$ cat config.mk
export PLATFORM = sky130hd
export DESIGN_NAME = input_debouncer
export DESIGN_NICKNAME = d
export VERILOG_FILES = /design/src/rtl/debounce_pkg.sv /design/src/rtl/debounce_channel.sv /design/src/rtl/input_debouncer.sv
export SDC_FILE = /design/constraint.sdc
export NUM_CORES = 1
export LEC_CHECK = 0
export CAP_MARGIN = 20
export CORE_AREA = 2 2 39 41
export CTS_CLUSTER_SIZE = 24
export DETAILED_ROUTE_END_ITERATION = 10
export DIE_AREA = 0 0 41 43
export GPL_ROUTABILITY_DRIVEN = 1
export HOLD_SLACK_MARGIN = 0.05
export PLACE_DENSITY = 0.4
export SYNTH_ARGS = -nofsm -noshare
export SYNTH_HDL_FRONTEND = slang
export SYNTH_SLANG_ARGS = --single-unit
$ cat constraint.sdc
create_clock -name clk -period 1.4 [get_ports clk]
set_input_delay 0.21 -clock clk [delete_from_list [all_inputs] [get_ports clk]]
set_output_delay 0.21 -clock clk [all_outputs]
set_load 0.01 [all_outputs]
$ cat src/rtl/debounce_pkg.sv
// ============================================================================
// Module      : debounce_pkg
// Description : Shared types and helpers for the input_debouncer block.
// Revision    : 1.0 - initial release
// ============================================================================
`default_nettype none

package debounce_pkg;

    // Width of a counter that must hold values 0..n.
    function automatic int cnt_width(input int n);
        return $clog2(n + 1);
    endfunction

    typedef enum logic [1:0] {
        EDGE_NONE = 2'd0,
        EDGE_RISE = 2'd1,
        EDGE_FALL = 2'd2
    } debounce_edge_t;

endpackage : debounce_pkg

`default_nettype wire

$ cat src/rtl/debounce_channel.sv
// ============================================================================
// Module      : debounce_channel
// Description : Single-bit debounce: stability counter, level register,
//               registered rise/fall pulses. Optional auto-repeat of the
//               rise pulse when DEBOUNCE_AUTOREPEAT_EN is defined.
// Revision    : 1.0 - initial release
// ============================================================================
`default_nettype none

module debounce_channel
    import debounce_pkg::*;
#(
    parameter int unsigned STABLE_CYCLES = 4,
    parameter logic        RESET_VALUE   = 1'b0,
    parameter int unsigned REPEAT_CYCLES = 8
) (
    input  logic clk_i,
    input  logic rst_i,
    input  logic sample_i,
    output logic level_o,
    output logic rise_o,
    output logic fall_o
);

    if (STABLE_CYCLES < 2 || STABLE_CYCLES > 65535) begin : g_bad_stable
        $error("debounce_channel: STABLE_CYCLES out of range 2..65535");
    end
    if (REPEAT_CYCLES < 2) begin : g_bad_repeat
        $error("debounce_channel: REPEAT_CYCLES must be at least 2");
    end

    localparam int             CW     = cnt_width(STABLE_CYCLES);
    localparam logic [CW-1:0]  C_LAST = CW'(STABLE_CYCLES - 1);
    localparam logic [CW-1:0]  C_ONE  = CW'(1);

    logic [CW-1:0]  cnt_q, cnt_d;
    logic           level_q, level_d;
    logic           rise_q, rise_d;
    logic           fall_q, fall_d;
    debounce_edge_t w_edge;
    logic           w_rpt_fire;

    // Any cycle matching the accepted level discards the partial count.
    always_comb begin
        cnt_d   = cnt_q;
        level_d = level_q;
        w_edge  = EDGE_NONE;
        if (sample_i == level_q) begin
            cnt_d = '0;
        end else if (cnt_q == C_LAST) begin
            cnt_d   = '0;
            level_d = sample_i;
            w_edge  = sample_i ? EDGE_RISE : EDGE_FALL;
        end else begin
            cnt_d = cnt_q + C_ONE;
        end
    end

`ifdef DEBOUNCE_AUTOREPEAT_EN
    localparam int            RW     = cnt_width(REPEAT_CYCLES);
    localparam logic [RW-1:0] R_LAST = RW'(REPEAT_CYCLES - 1);
    localparam logic [RW-1:0] R_ONE  = RW'(1);

    logic [RW-1:0] rpt_q, rpt_d;

    always_comb begin
        rpt_d      = rpt_q;
        w_rpt_fire = 1'b0;
        if (w_edge != EDGE_NONE || !level_q) begin
            rpt_d = '0;
        end else if (rpt_q == R_LAST) begin
            rpt_d      = '0;
            w_rpt_fire = 1'b1;
        end else begin
            rpt_d = rpt_q + R_ONE;
        end
    end

    always_ff @(posedge clk_i or posedge rst_i) begin
        if (rst_i) begin
            rpt_q <= '0;
        end else begin
            rpt_q <= rpt_d;
        end
    end
`else
    assign w_rpt_fire = 1'b0;
`endif

    assign rise_d = (w_edge == EDGE_RISE) | w_rpt_fire;
    assign fall_d = (w_edge == EDGE_FALL);

    always_ff @(posedge clk_i or posedge rst_i) begin
        if (rst_i) begin
            cnt_q   <= '0;
            level_q <= RESET_VALUE;
            rise_q  <= 1'b0;
            fall_q  <= 1'b0;
        end else begin
            cnt_q   <= cnt_d;
            level_q <= level_d;
            rise_q  <= rise_d;
            fall_q  <= fall_d;
        end
    end

    assign level_o = level_q;
    assign rise_o  = rise_q;
    assign fall_o  = fall_q;

endmodule : debounce_channel

`default_nettype wire

$ cat src/rtl/input_debouncer.sv
// ============================================================================
// Module      : input_debouncer
// Description : WIDTH independent debounce channels with one-cycle rise/fall
//               event pulses. Define DEBOUNCE_AUTOREPEAT_EN for auto-repeat.
// Revision    : 1.0 - initial release
// ============================================================================
`default_nettype none

module input_debouncer
    import debounce_pkg::*;
#(
    parameter int unsigned       WIDTH         = 1,
    parameter int unsigned       STABLE_CYCLES = 4,
    parameter logic [WIDTH-1:0]  RESET_VALUE   = '0,
    parameter int unsigned       REPEAT_CYCLES = 8
) (
    input  logic             clk,
    input  logic             reset,
    input  logic [WIDTH-1:0] sample_in,
    output logic [WIDTH-1:0] debounced,
    output logic [WIDTH-1:0] rise_pulse,
    output logic [WIDTH-1:0] fall_pulse
);

    for (genvar g = 0; g < int'(WIDTH); g++) begin : g_chan
        debounce_channel #(
            .STABLE_CYCLES (STABLE_CYCLES),
            .RESET_VALUE   (RESET_VALUE[g]),
            .REPEAT_CYCLES (REPEAT_CYCLES)
        ) u_chan (
            .clk_i    (clk),
            .rst_i    (reset),
            .sample_i (sample_in[g]),
            .level_o  (debounced[g]),
            .rise_o   (rise_pulse[g]),
            .fall_o   (fall_pulse[g])
        );
    end

endmodule : input_debouncer

`default_nettype wire

# Word level (Yosys, flattened, before mapping)
# Cells that the tools add are included.
# totals
inputBits	3
reg_bits	6
# op_classes
add_sub_neg	1
n_eq_ne	4
n_mux	5
reduce_logical	1
bitwise_logic	1
# ops
operator	count
$mux W2	3
$mux W3	2
$add A3 B1 Y3 const B	1
$eq A3 B2 Y1 const B	1
$eq A2 B1 Y1 const B	1
$eq A2 B2 Y1 const B	1
$reduce_and A2 Y1	1
$eq A1 B1 Y1	1
$not A1 Y1	1

# Longest topological paths before layout
# Gate-level depths: netlist of run 1.
# logic_depth
word_depth	4
depth_mapped	3

# Worst setup path after synthesis of run 1
# OpenSTA, ideal clock, no wires.
# synth_timing
kind	flip-flop to flip-flop
from	register g_chan[0].u_chan.cnt_q[0]
to	register g_chan[0].u_chan.level_q
n_path_buf	0
path_stages_with_launch	4
setup_slack_ns	0.284
synth_period_minus_slack_ns	1.116
setup_ns	0.125
t_arrival_ns	0.991
required_ns	1.275
path_cell_list	dfrtp_1 ha_1 nand2b_4 mux2_2
# synth_via
elab_chain_len	2
# synth_rtl
item	line	text
start, declared	debounce_channel.sv:36	logic [CW-1:0] cnt_q, cnt_d;
start signal, assigned	debounce_channel.sv:100	cnt_q <= cnt_d;
$eq A3 B2 Y1	debounce_channel.sv:50	end else if (cnt_q == C_LAST) begin
$reduce_and A2 Y1 (no source line)	--	
end signal, assigned	debounce_channel.sv:101	level_q <= level_d;
end, declared	debounce_channel.sv:37	logic level_q, level_d;
# No other way between the ends.
# A chain may end at the register's enable or synchronous reset.

# Final worst setup path of run 1
# layout_timing
from	register g_chan[0].u_chan.rise_q
to	output rise_pulse
# layout_lines
item	line	text
start, declared	debounce_channel.sv:38	logic rise_q, rise_d;
start signal, assigned	debounce_channel.sv:102	rise_q <= rise_d;
end, declared	input_debouncer.sv:21	output logic [WIDTH-1:0] rise_pulse,
# No word-level cell between the ends.

==> results, run 1 <==
- The flow ran to the end, and the final reports show no timing, DRC or antenna violations.
- The number of unique standard cell types used by synthesis is 8.
- The worst-path cell with the longest stage delay is clkdlybuf4s50_1.
- The placer congestion estimate is 0.604.
- The worst setup path is captured at an output pin.
- Detailed placement finished with a half-perimeter wire length of 303 um.
- For this run, the share of the core covered by cells in the final layout is 23.9%.
- The die area is 1760 um^2.
- The clock network accounts for 28.7% of the total power.
- The placeable core region is 1380 um^2.
- The first-pass detailed-route iteration total is 1.
- The number of antenna cells inserted is 0.
- The longest clock path from root to sink contains 2 buffers.
- The max-capacitance violation count is 0.
- The peak ir drop on the vdd network is 0.468 mV.
- The total power is 549 uW.
- Clock-pin slew was measured on the worst setup and hold paths at 0.05 ns.
- The longest individual stage delay on the worst path is 0.54 ns.
- Setup violations remaining at the end of the flow were counted as 0.
- The CTS H-tree depth is 1.
- The slew at the pin with the worst max-slew slack is 0.240 ns.
- Summed over all nets, wire length on met2 after detailed routing comes to 169 um.
- In this run the core area contains 14 standard-cell rows.
- The number of nets handed over by synthesis was 20.
- Setup repair after global routing left no endpoint under its margin.
- Broken down by cell family, the worst path's largest delay share belongs to buffers and inverters.
- TritonCTS built the clock tree.
- The final count of hold timing violations is 0.
- Headroom to the max-slew limit came out at 84.0%.
- The power density normalized to cell area is 1660 nW/um^2.
- After detailed routing, the average wire length per cell comes to 9.55 um.
- The critical path arrival is 1.11 ns.
- Once the floorplan was initialized, standard cells occupied 17.3% of the core.
- After detailed routing, no signal wire sits above met3.
- The remaining global-route overflow is 0.
- For this block, the initial DRC count from the detailed router was 0.
- 6 I/O pins were placed.
- After layout, the worst path uses 94.0% of the clock period.
- The design internal power is 398 uW.
- For this block, the via count after detailed routing is 141.
- The standby leakage power is 0.148 nW.
- In this run the remaining antenna-violating nets after routing total 0.
- In this run the worst path has a maximum fanout of 1.
- In this run the horizontal extent of the chip is 41 um.
- The total routed wire length on the met1 layer is 181 um.
- The gate count after technology mapping is 16.
- The switching power is 152 uW.
- The number of global-route vias before repair is 169.
- The routed wire length on met3 is 31 um.
- For this design, the sink count on the clock tree is 6.
- The global-route total usage across every layer is 6.47%.
- The final-layout setup total negative slack is 0 ns.
- A synthesized cell averages 14.9 um^2.
- The layout cell share with drive strength beyond 1 is 20.8%.
- STA classifies the critical path startpoint as a flip-flop.
- The vertical extent of the die is 43 um.
- During synthesis, Yosys emitted a total of 0 warnings.
- The final critical-path required period is 1.32 ns.
- Input and output buffers added on the ports amount to 5.
- For the worst setup path, the data required time is 1.19 ns.
- The total of hold buffers inserted after clock tree synthesis is 0.
- Between clock sinks in the finished design, the worst skew comes to 0.00224 ns.
- The combinational share of power is 26.6%.
- Dividing the detail-routed via count by the number of cells gives 3.53.
- The critical path goes through clkdlybuf4s50_1.
- In the layout the commonest cells are 6 x dfrtp_1, 4 x nor3b_1, 4 x clkdlybuf4s50_1.
- The library cell used most frequently in the layout, excluding fill and tap cells, is dfrtp_1.
- The area growth from synthesis to layout is 38.2%.
- The fraction of power spent switching nets is 27.6%.
- The critical path class is flip-flop to output pin.
- In this run, synthesis produced a sequential element count of 6.
- The later-pin clock latency in the skew report is 0.24 ns.
- The number of buffer and inverter instances along the worst setup path is 1.
- After detailed routing, the number of remaining DRC violations is 0.
- After synthesis, flip-flops and latches occupy 62.8% of the total area.
- The type of the tightest min-delay check is primary input to async pin.
- The first global-routing pass estimated 690 um of wire.
- Entering global routing, the biggest net connects 7 pins.
- At the end of the flow, the number of nets in the layout was 30.
- The highest clock frequency the design can meet is 760 MHz.
- The number of antenna violations at the first check in global routing is 0.
- Buffers inserted during clock tree synthesis total 3.
- The count of pins over their slew limit is 0.
- The cell sitting at the root of the clock tree is a clkbuf_4.
- In this run, flip-flops and latches consume 44.7% of the power.
- The number of buffers inserted to repair setup after CTS is 0.
- The total wirelength of the detailed-routed design is 382 um.
- The cell area that synthesis handed to floorplanning was 239 um^2.
==> cell families after synthesis <==
kind of cell               Yosys count  share of synthesized area [%]
xor gates and xnor gates             1                           3.67
adders and majority gates            1                           5.23
buffers and inverters                1                           1.57
DFF                                  6                           62.8
muxes                                1                           4.71
and+or+nand+nor                      6                           22.0
==> registers in the layout, indices dropped and copies added, names as in the netlist <==
name                   flops
g_chan.u_chan.cnt_q        3
g_chan.u_chan.fall_o       1
g_chan.u_chan.level_o      1
g_chan.u_chan.rise_o       1
==> power by group through the flow <==
| stage | Clock (mW) | Sequential (mW) | Combinational, mW |
|---|---|---|---|
| after floorplan | 0 | 0.252 | 0.0902 |
| after global placement | 0 | 0.247 | 0.154 |
| after detailed placement | 0 | 0.249 | 0.161 |
| after CTS | 0.170 | 0.246 | 0.150 |
| after global routing | 0.180 | 0.253 | 0.171 |
| final | 0.158 | 0.246 | 0.146 |
==> final timing paths <==
path | from | cells after the start | end | slack, ns
worst min register to register | g_chan[0].u_chan.cnt_q[0]$_DFF_PP0_ | 1 | g_chan[0].u_chan.cnt_q[0]$_DFF_PP0_ | 0.44
worst min-delay path | reset | 2 | g_chan[0].u_chan.rise_o$_DFF_PP0_ | 0.18
min in group clk | g_chan[0].u_chan.cnt_q[0]$_DFF_PP0_ | 1 | g_chan[0].u_chan.cnt_q[0]$_DFF_PP0_ | 0.44
worst max register to register | g_chan[0].u_chan.cnt_q[0]$_DFF_PP0_ | 3 | g_chan[0].u_chan.level_o$_DFFE_PP0P_ | 0.24
max in group asynchronous | reset | 2 | g_chan[0].u_chan.cnt_q[1]$_DFF_PP0_ | 1.02
worst max-delay path | g_chan[0].u_chan.rise_o$_DFF_PP0_ | 1 | rise_pulse | 0.08
==> timing repair <==
item | CTS | global route
gates resized for setup | 1 | 0
endpoints found under the setup margin | 1 | 0
endpoints found under the hold margin | 0 | 0
==> cell type report <==
type / count / area (um^2)
Tap cell: 16 / 20.0
Fill cell: 145 / 1050
Clock buffer: 3 / 22.5
Inverter: 1 / 3.75
Multi-Input combinational cell: 9 / 85.1
Sequential cell: 6 / 150
Timing Repair Buffer: 5 / 48.8
==> metal layers <==
metal,vias up,track usage [%]
met5,-,0
met4,0,6.00
met3,0,4.19
met2,6,6.56
met1,62,8.55
li1,73,-
==> metrics by stage <==
stage          instances  hold slack, ns  setup slack [ns]  area (um^2)
2_1_floorplan         16        0.000959             0.284          239
3_3_place_gp          37           0.437             0.189          309
3_5_place_dp          37           0.440             0.149          309
4_1_cts               40           0.180            0.0600          330
5_1_grt               40           0.221            0.0440          330
6_report              40           0.184            0.0845          330
==> synth_stat cells (all sizes together) <==
master | n | area, um^2
dfrtp | 6 | 150
nor3b | 4 | 30.0
and3b | 1 | 8.76
ha | 1 | 12.5
inv | 1 | 3.75
mux2 | 1 | 11.3
nand2b | 1 | 13.8
xnor2 | 1 | 8.76
No activity file was read; power rests on OpenSTA's default activity.
==> run 2: changes to the inputs <==
--- a/config.mk
+++ b/config.mk
@@ -5,14 +5,16 @@
 export SDC_FILE = /design/constraint.sdc
 export NUM_CORES = 1
 export LEC_CHECK = 0
+export ABC_CLOCK_PERIOD_IN_PS = 1400
 export CAP_MARGIN = 20
 export CORE_AREA = 2 2 39 41
-export CTS_CLUSTER_SIZE = 24
+export CTS_CLUSTER_SIZE = 28
 export DETAILED_ROUTE_END_ITERATION = 10
 export DIE_AREA = 0 0 41 43
 export GPL_ROUTABILITY_DRIVEN = 1
 export HOLD_SLACK_MARGIN = 0.05
 export PLACE_DENSITY = 0.4
+export RECOVER_POWER = 50
 export SYNTH_ARGS = -nofsm -noshare
 export SYNTH_HDL_FRONTEND = slang
 export SYNTH_SLANG_ARGS = --single-unit
==> results, run 2 (synthesized netlist as in run 1, its figures left out) <==
- Outcome: complete, no violations (unchanged).
- The number of fillers in the final layout is 145 (unchanged).
- The number of global-route vias before repair is 169 (unchanged).
- The worst-path cell with the longest stage delay is clkdlybuf4s50_1 (unchanged).
- The routed length per placed instance is 9.55 um (unchanged).
- The leading cell type in the layout, fill and taps excluded is dfrtp_1 (unchanged).
- The endpoint of the worst register-to-register path is g_chan[0].u_chan.level_o$_DFFE_PP0P_ (unchanged).
- The depth of the most critical reg-to-reg path was 3 (unchanged).
- The final count of hold timing violations is 0 (unchanged).
- The setup slack on the worst flop-to-flop path was 0.24 ns (about the same).
- The standby leakage power is 0.148 nW (about the same).
- The peak ir drop on the vdd network is 0.468 mV (about the same).
- The post-detailed-route via-to-cell ratio is 3.53 (unchanged).
- RSZ-0062 raised after global routing: no (unchanged).
- The vertical extent of the die is 43 um (unchanged).
- The number of design rule violations left after detail routing came to 0 (unchanged).
- The placement row count was 14 (unchanged).
- The non-filler instance count after layout is 40 (unchanged).
- The initial cell density of the core is 17.3% (unchanged).
- The CTS H-tree depth is 1 (unchanged).
- The final critical-path required period is 1.32 ns (unchanged).
- The family with the most delay on the worst path is buffers and inverters (unchanged).
- The later-pin clock latency in the skew report is 0.24 ns (about the same).
- The count of pins over their slew limit came to 0 (unchanged).
- The number of flip-flops under the largest register name came to 3 (unchanged).
- The die area is 1760 um^2 (unchanged).
- The CTS root buffer was clkbuf_4 (unchanged).
- The layout cell share with drive strength beyond 1 was 20.8% (unchanged).
- The final worst clock skew came to 0.00224 ns (unchanged).
- The I/O pin count is 6 (unchanged).
- Commonest cells after routing, fill and taps aside: 6 x dfrtp_1, 4 x nor3b_1, 3 x clkbuf_4, 3 x clkdlybuf4s50_1 (was 6 x dfrtp_1, 4 x nor3b_1, 4 x clkdlybuf4s50_1).
- The capturing element type of the critical path is an output pin (unchanged).
- The cell total after placement was 37 (unchanged).
- The number of buffer cells added on primary ports was 5 (unchanged).
- The highest clock frequency the design can meet is 760 MHz (unchanged).
- The half-perimeter wire length after placement came to 303 um (unchanged).
- The global-route wire length before repair is 690 um (unchanged).
- The total of hold buffers inserted after clock tree synthesis is 0 (unchanged).
- The number of buffers inserted to repair setup after CTS was 0 (unchanged).
- The first-pass detailed-route iteration total is 1 (unchanged).
- The via total after detailed routing is 141 (unchanged).
- The largest buffer count on any clock path is 2 (unchanged).
- The total power is 549 uW (about the same).
- The relative slew slack is 84.0% (about the same).
- The final period utilization is 94.0% (unchanged).
- The register clock-pin slew on the reported worst setup and hold paths came to 0.05 ns (about the same).
- The remaining global-route overflow is 0 (unchanged).
- Cell-by-cell trace of the critical path: clkdlybuf4s50_1 (unchanged).
- The max-capacitance violation count is 0 (unchanged).
- The TritonCTS clock tree is yes (unchanged).
- The number of cells upsized or downsized after cts is 1 (unchanged).
- The number of buffer and inverter instances along the worst setup path is 1 (unchanged).
- The longest individual stage delay on the worst path is 0.54 ns (about the same).
- The total wirelength of the detailed-routed design is 382 um (unchanged).
- The worst reg2reg path startpoint is g_chan[0].u_chan.cnt_q[0]$_DFF_PP0_ (unchanged).
- The register ranked first by flip-flop count is g_chan.u_chan.cnt_q (unchanged).
- The critical path arrival is 1.11 ns (about the same).
- The critical path class is flip-flop to output pin (unchanged).
- The final-layout setup total negative slack is 0 ns (unchanged).
- The power density normalized to cell area is 1660 nW/um^2 (about the same).
- The DRC violation total after the first TritonRoute iteration was 0 (unchanged).
- The area growth from synthesis to layout was 38.2% (unchanged).
- The type of the tightest min-delay check is primary input to async pin (unchanged).
- The slew at the pin with the worst max-slew slack is 0.240 ns (about the same).
- The placer congestion estimate was 0.604 (unchanged).
- The maximum number of pins on one net before global-route repair is 7 (unchanged).
- The total number of clock tree sinks is 6 (unchanged).
- The placeable core region was 1380 um^2 (unchanged).
- The final-stage net count is 30 (unchanged).
- The die span in x is 41 um (unchanged).
- The number of antenna violations at the first check in global routing is 0 (unchanged).
- The global-route total usage across every layer is 6.47% (unchanged).
- The number of clock buffers inserted by TritonCTS came to 3 (unchanged).
- The final antenna-violating net count was 0 (unchanged).
- The setup violation total in the final timing report is 0 (unchanged).
- The launching element type of the critical path is a flip-flop (unchanged).
- The number of antenna cells inserted is 0 (unchanged).
- The critical path data required time is 1.19 ns (about the same).
- The worst hold slack across all endpoints is 0.321 ns (was 0.184 ns).
- The largest fanout on the critical path is 1 (unchanged).
-- run 2: layout make-up --
class / instances / area [um^2] / share of cell area (%)
Timing Repair Buffer: 5 / 48.8 / 14.8
Sequential cell: 6 / 150 / 45.5
Clock buffer: 3 / 22.5 / 6.82
Tap cell: 16 / 20.0 / 6.06
Multi-Input combinational cell: 9 / 85.1 / 25.8
Inverter: 1 / 3.75 / 1.14
-- run 2: worst max-delay path by stage --
stage | from | end | slack (ns) | cells past startpoint
4_1_cts | g_chan[0].u_chan.rise_o$_DFF_PP0_ | rise_pulse | 0.06 | 1
3_5_place_dp | sample_in | g_chan[0].u_chan.cnt_q[1]$_DFF_PP0_ | 0.15 | 3
5_1_grt | g_chan[0].u_chan.rise_o$_DFF_PP0_ | rise_pulse | 0.04 | 1
3_3_place_gp | sample_in | g_chan[0].u_chan.cnt_q[1]$_DFF_PP0_ | 0.19 | 3
2_1_floorplan | g_chan[0].u_chan.cnt_q[0]$_DFF_PP0_ | g_chan[0].u_chan.level_o$_DFFE_PP0P_ | 0.28 | 3
6_report | g_chan[0].u_chan.rise_o$_DFF_PP0_ | rise_pulse | 0.08 | 1
-- run 2: where the power goes --
part	internal (mW)	switching, mW	leakage, nW
combinational	0.0845	0.0609	0.0551
clock	0.0969	0.0610	0.0138
sequential	0.216	0.0299	0.0792
-- run 2: per-layer routing --
metal | part of all wire, % | wire (um) | global-route usage [%] | up-vias
met4 | 0 | 0 | 6.00 | 0
met2 | 44 | 169 | 6.56 | 6
met5 | 0 | 0 | 0 | -
met1 | 47 | 181 | 8.55 | 62
li1 | - | - | - | 73
met3 | 8.1 | 31 | 4.19 | 0
-- run 2: per-stage QoR --
step	setup WS [ns]	utilization (%)	instance area (um^2)
after CTS	0.0600	23.9	330
after detailed placement	0.149	22.3	309
after global routing	0.0440	23.9	330
after floorplan	0.284	-	239
final	0.0845	23.9	330
after global placement	0.189	22.3	309
